File: src/rtl/pearson_pkg.sv
// Shared definitions for the Pearson hash sequencer.
//   state_e           : sequencer state encoding
//   BYTE_W            : message byte / hash width
//   TBL_DEPTH         : permutation table entries
//   ADDR_W            : table address width
//   HASH_INIT_DEFAULT : default starting hash value
package pearson_pkg;

    localparam int BYTE_W    = 8;
    localparam int TBL_DEPTH = 256;
    localparam int ADDR_W    = $clog2(TBL_DEPTH);

    localparam logic [BYTE_W-1:0] HASH_INIT_DEFAULT = 8'h00;

    typedef enum logic [1:0] {
        IDLE = 2'd0,
        HASH = 2'd1,
        DONE = 2'd2
    } state_e;

endpackage

File: src/rtl/pearson_seq_ctrl.sv
// Pearson hash sequencer and table-RAM port arbiter.
// Walks the external permutation table once per accepted message byte
// (h := T[h ^ c]) and presents the final hash on a held valid/ready output.
// The single RAM port is shared with a table-write requester, which is only
// granted between messages.
//
// Ports:
//   clk_i, reset_ni                     : clock, async active-low reset
//   msg_valid_i/msg_data_i/msg_last_i   : message byte stream in
//   msg_ready_o                         : byte accept
//   hash_valid_o/hash_ready_i           : hash handshake
//   hash_o, msg_len_o                   : final hash and byte count
//   tbl_we_i/tbl_addr_i/tbl_data_i      : table-write request
//   tbl_ready_o                         : table write performed this cycle
//   ram_addr_o/ram_we_o/ram_wdata_o     : RAM port (async read)
//   ram_rdata_i                         : RAM read data for ram_addr_o
//   busy_o                              : not idle
//
// state | meaning
// ------+----------------------------------
// IDLE  | no message; table writes granted
// HASH  | inside a message, h accumulating
// DONE  | hash held for the consumer
module pearson_seq_ctrl
    import pearson_pkg::*;
#(
    parameter logic [BYTE_W-1:0] HASH_INIT = HASH_INIT_DEFAULT,
    parameter int                CNT_W     = 16
) (
    input  logic              clk_i,
    input  logic              reset_ni,
    input  logic              msg_valid_i,
    input  logic [BYTE_W-1:0] msg_data_i,
    input  logic              msg_last_i,
    output logic              msg_ready_o,
    output logic              hash_valid_o,
    input  logic              hash_ready_i,
    output logic [BYTE_W-1:0] hash_o,
    output logic [CNT_W-1:0]  msg_len_o,
    input  logic              tbl_we_i,
    input  logic [ADDR_W-1:0] tbl_addr_i,
    input  logic [BYTE_W-1:0] tbl_data_i,
    output logic              tbl_ready_o,
    output logic [ADDR_W-1:0] ram_addr_o,
    output logic              ram_we_o,
    output logic [BYTE_W-1:0] ram_wdata_o,
    input  logic [BYTE_W-1:0] ram_rdata_i,
    output logic              busy_o
);

    state_e            state_q, state_d;
    logic [BYTE_W-1:0] h_q, h_d;
    logic [CNT_W-1:0]  cnt_q, cnt_d;

    always_ff @(posedge clk_i or negedge reset_ni) begin
        if (!reset_ni) begin
            state_q <= IDLE;
            h_q     <= HASH_INIT;
            cnt_q   <= '0;
        end else begin
            state_q <= state_d;
            h_q     <= h_d;
            cnt_q   <= cnt_d;
        end
    end

    always_comb begin
        state_d      = state_q;
        h_d          = h_q;
        cnt_d        = cnt_q;
        msg_ready_o  = 1'b0;
        tbl_ready_o  = 1'b0;
        hash_valid_o = 1'b0;
        hash_o       = '0;
        msg_len_o    = '0;
        ram_addr_o   = HASH_INIT ^ msg_data_i;
        ram_we_o     = 1'b0;
        ram_wdata_o  = '0;

        unique case (state_q)
            IDLE: begin
                tbl_ready_o = 1'b1;
                msg_ready_o = !tbl_we_i;
                if (tbl_we_i) begin
                    ram_addr_o  = tbl_addr_i;
                    ram_we_o    = 1'b1;
                    ram_wdata_o = tbl_data_i;
                end else if (msg_valid_i) begin
                    // First byte always starts from HASH_INIT, whatever h held.
                    h_d     = ram_rdata_i;
                    cnt_d   = CNT_W'(1);
                    state_d = msg_last_i ? DONE : HASH;
                end
            end
            HASH: begin
                msg_ready_o = 1'b1;
                ram_addr_o  = h_q ^ msg_data_i;
                if (msg_valid_i) begin
                    h_d = ram_rdata_i;
                    if (cnt_q != '1) begin
                        cnt_d = cnt_q + CNT_W'(1);
                    end
                    if (msg_last_i) begin
                        state_d = DONE;
                    end
                end
            end
            DONE: begin
                hash_valid_o = 1'b1;
                hash_o       = h_q;
                msg_len_o    = cnt_q;
                if (hash_ready_i) begin
                    state_d = IDLE;
                end
            end
            default: begin
                state_d = IDLE;
            end
        endcase
    end

    assign busy_o = (state_q != IDLE);

endmodule
File: config.mk
export PLATFORM = sky130hd
export DESIGN_NAME = pearson_seq_ctrl
export DESIGN_NICKNAME = d
export VERILOG_FILES = /design/src/rtl/pearson_pkg.sv /design/src/rtl/pearson_seq_ctrl.sv
export SDC_FILE = /design/constraint.sdc
export NUM_CORES = 1
export LEC_CHECK = 0
export ABC_AREA = 0
export CORE_ASPECT_RATIO = 0.9
export CORE_UTILIZATION = 30
export CTS_BUF_LIST = sky130_fd_sc_hd__clkbuf_8
export CTS_CLUSTER_SIZE = 25
export DETAILED_ROUTE_END_ITERATION = 10
export SYNTH_ARGS = -nofsm -noshare
export SYNTH_HDL_FRONTEND = slang
export SYNTH_SLANG_ARGS = --single-unit
export TNS_END_PERCENT = 20
File: constraint.sdc
create_clock -name clk_i -period 1.52 [get_ports clk_i]
set_input_delay 0.304 -clock clk_i [delete_from_list [all_inputs] [get_ports clk_i]]
set_output_delay 0.304 -clock clk_i [all_outputs]
set_load 0.1 [all_outputs]
## Word level (Yosys, flattened, before mapping)

Cells that the tools add are included.

| storage, ports and cells | value |
|---|---|
| word-level logic and storage cells | 47 |
| input bits | 38 |
| output and inout port bits | 45 |
| bits in registers | 26 |

| operators by class | value |
|---|---|
| bitwise operators | 1 |
| multiplexer cells | 26 |
| add/sub/neg operators | 1 |
| reduce and logical (&&, ||, !) cells | 7 |
| equality and inequality tests | 9 |

Operator list:

| cell | count |
|---|---|
| $mux W16 | 5 |
| $mux W8 | 6 |
| $pmux W16 S2 | 1 |
| $pmux W8 S2 | 2 |
| $add A16 B1 Y16 const B | 1 |
| $ne A16 B16 Y1 const B | 1 |
| $mux W2 | 6 |
| $ne A2 B2 Y1 const B | 6 |
| $reduce_and A5 Y1 | 2 |
| $xor A8 B8 Y8 | 1 |
| $pmux W2 S3 | 1 |
| $mux W1 | 4 |
| $reduce_bool A2 Y1 | 2 |
| $eq A2 B1 Y1 const B | 1 |
| $eq A2 B2 Y1 const B | 1 |
| $logic_not A2 Y1 | 1 |
| $pmux W1 S2 | 1 |
| $reduce_and A2 Y1 | 1 |
| $logic_not A1 Y1 | 1 |

## Logic depth before layout (Yosys ltp)

Gate-level depths: netlist of run 1.

| depth | value |
|---|---|
| word-level depth | 4 |
| mapped depth | 7 |

## Least setup slack after synthesis of run 1

No wires, ideal clock.

| path | value |
|---|---|
| path kind | register to output |
| from | register state_q[1] |
| to | output ram_addr_o[4] |
| slack | -2.906 ns |
| cell stages (with the launch flop) | 5 |
| arrival | 4.122 ns |
| data required time | 1.216 ns |
| cells stage by stage | dfrtp_1 > clkbuf_1 > or2_2 > nor2_1 > o21ai_0 |

| on the way | value |
|---|---|
| longest elaborated chain between the ends | 2 |
| elaborated cells on any way between the ends | 3 |
| classes of those cells | 1 x eq/ne; 1 x mux; 1 x reduce/logical |

Ends and longest elaborated chain:

| element | RTL line | RTL |
|---|---|---|
| from (decl) | pearson_seq_ctrl.sv:51 | `state_e state_q, state_d;` |
| from (signal assigned) | pearson_seq_ctrl.sv:61 | `state_q <= state_d;` |
| $eq A2 B1 Y1 / $logic_not A2 Y1 (equally long branches) | pearson_seq_ctrl.sv:80 | `unique case (state_q)` |
| $pmux W8 S2 (*) | pearson_seq_ctrl.sv:80 |  |
| to (decl) | pearson_seq_ctrl.sv:44 | `output logic [ADDR_W-1:0] ram_addr_o,` |

Mark *: on every way between the ends. The rest lies on a longest branch, timed or not.

## Final worst setup path of run 1

| path | value |
|---|---|
| from | register state_q[0] |
| to | output ram_addr_o[1] |

Same word-level chain as after synthesis.

==> results of run 1 <==
==> area by class of cell <==
type,instances,area (um2),area share (%)
timing repair buffer,147,1784,45.44
tap,70,87.58,2.231
multi-input combinational,168,1287,32.79
clock buffer,4,55.05,1.402
timing repair inverter,1,7.507,0.1912
sequential,26,653.1,16.63
inverter,12,51.30,1.307
==> path summary, 6_finish.rpt <==
path / slack (ns) / cells after the start / endpoint / start
hold / removal: 0.39 / 2 / cnt_q[11] / reset_ni
hold reg to reg: 0.56 / 2 / h_q[4] / h_q[4]
max in group asynchronous: 0.83 / 2 / state_q[0] / reset_ni
setup reg to reg: -0.08 / 8 / cnt_q[8] / cnt_q[1]
min in group clk_i: 0.56 / 2 / h_q[4] / h_q[4]
setup / recovery: -0.43 / 4 / ram_addr_o[1] / state_q[0]
==> flip-flops by register name (all words and copies together) (netlist names) <==
register / count
h_q: 8
state_q: 2
cnt_q: 16
==> metal layers <==
layer  routed length, um  vias to the layer above  global-route usage [%]  part of all wire, %
met5                   0                        -                       0                    0
met4                  87                        0                   5.747                  1.3
met3                 244                        6                   3.289                  3.8
met2                3225                       75                   38.25                   50
met1                2931                     1090                   28.31                   45
li1                    -                     1094                       -                    -
==> power groups by stage <==
stage / clock, mW / sequential, mW / combinational [mW]
global placement: 0 / 0.850 / 2.20
floorplan: 0 / 0.842 / 1.34
CTS: 0.486 / 0.843 / 2.27
global route: 0.509 / 0.859 / 2.43
finish: 0.462 / 0.848 / 2.32
detailed placement: 0 / 0.850 / 2.23
==> cells in the mapped netlist, types with 4 or more instances <==
library cell / n / area, um2
and2_1: 17 / 106.4
inv_1: 11 / 41.29
o22a_1: 7 / 61.31
nand3_1: 17 / 85.08
a21oi_1: 14 / 70.07
nand2_1: 25 / 93.84
nor3_1: 8 / 40.04
clkbuf_1: 6 / 22.52
dfrtp_1: 26 / 650.6
o31a_1: 7 / 61.31
o21ai_0: 17 / 85.08
and3_1: 13 / 81.33
nor2_1: 4 / 15.01
o31ai_1: 7 / 52.55
==> repair_timing <==
item                                    in CTS  in global routing
pin swaps                                    6                  2
gates resized for setup                     29                 19
gates cloned                                 1                  0
buffers inserted                             1                  3
endpoints found under the setup margin      63                 59
==> worst max-delay path, cell delays in order (launching register included) <==
cell and delay, ns:
dfrtp_2 0.47, buf_4 0.19, o31a_1 0.29, o22a_2 0.24
buf_12 0.17
==> cells by family (layout without fill, tap and decap cells) <==
kind of cell,Yosys count,after routing,synth area share (%)
AO/OA/AOI/OAI,69,69,26.38
adder cells (fa/ha/maj),1,1,0.7091
buffers and inverters,24,164,5.744
flip-flops,26,26,36.88
multiplexers,1,1,0.5674
AND/OR/NAND/NOR,97,97,29.72
==> impl_results.md, run 1 <==
- Hold-fix buffers at CTS: 0
- Vias: 2,265
- #FFs+latches synth: 26
- Die extent in y: 74.75 um
- Most common cell after layout, fill and taps aside: buf_4
- Initial DRC count: 93
- First-pass GRT wire length: 10.64 mm
- Unrepaired setup endpoints after global routing: yes
- Number of H-tree levels: 1
- Fillcell total: 445
- Startpoint types: register
- Max Buffers Root-to-Sink: 2
- Period utilization: 128.0%
- Final non-filler cell area: 3926 um2
- Clk sinks: 26
- Worst Setup End Kind: output pin
- Layout area overhead: 122.6%
- P_int: 1.937 mW
- Final-stage net count: 398
- Final Util: 69.36%
- Total Routed Length: 6.487 mm
- Clock tree from TritonCTS: built
- Clock transition at the registers of the reported paths: 0.10 ns
- Post-synthesis instance total: 218
- Place WS: -0.6336 ns
- Pwr/cell area: 925.2 nW/um2
- Mean post-synth cell area: 8.093 um2
- Placed cells: 419
- Clock skew: 0.005384 ns
- Most frequent cells in the layout: 59 x buf_4, 45 x buf_12, 36 x clkdlybuf4s50_1
- Placed Area: 3704 um2
- Initial antenna violation count: 0
- Average via count per standard cell: 5.292
- Antenna Nets Post-Route: 0
- Endpoints failing setup: 49
- Critical path type: register to output pin
- Max Slew Vio Count: 0
- DP HPWL: 5.053 mm
- Crit Path Max Fanout: 8
- Async SR Flop Fraction: 100.0%
- Combinational share of power: 64.0%
- Post-synth design cell area: 1764 um2
- GP Congestion: 0.9029
- Leak: 1.687 nW
- Vias in the first global route: 2,189
- # port buffers: 82
- Post-layout power: 3.632 mW
- Setup ws final: -0.4251 ns
- Crit path time final: 1.945 ns
- Net Sw Frac: 46.67%
- Cts bufs inserted: 3
- Initial core utilization: 31.17%
- Max Cap Viol: 0
- Drt first pass iters: 4
- Violated checks: negative setup slack
- Crit path required time: 1.22 ns
- CTS root buf: clkbuf_8
- HP Class: primary input to asynchronous set/reset pin
- Remaining Overflow, GRT: 0
- # rows: 26
- Final setup TNS: -15.21 ns
- # IOs: 83
- Largest net degree at the start of global routing: 27
- Non-filler instance count after layout: 428
- ANT cells: 0
- Sw Pwr: 1.695 mW
- Synth Flop Type: dfrtp_1
- Status: finished, violations left
- Clock Latency Late Sink: 0.27 ns
- Hold Slack: 0.3921 ns
- Tightest Pin Transition: 0.3635 ns
- IR drop worst, VDD: 0.8147 mV
- Register area share after synthesis: 36.88%
- EDFF count, synth: 0
- Final Hold Fails: 0
- Per-cell routed wire length: 15.16 um
- Slew HR: 75.77%
- Die ar.: 6192 um2
- Crit path DAT: 1.64 ns
- DRC violation count after routing: 0
- Clk pwr share: 12.7%
- Synth cell types: 38
- Layout cells sized above 1: 50.28%
- Ys Warns: 0
- Power share of the sequential group: 23.3%
- Core ar.: 5660 um2
- GRT Total Usage: 21.67%
- Mapped Nets: 257
- Fmax: 514.1 MHz
- Die X: 82.84 um
(Power assumes the default switching activity.)
==> inputs of run 2 (changes only) <==
- GPL_ROUTABILITY_DRIVEN: unset -> 1
==> results of run 2 <==
Same layout as run 1: the final DEF is identical, and so are final timing and power.
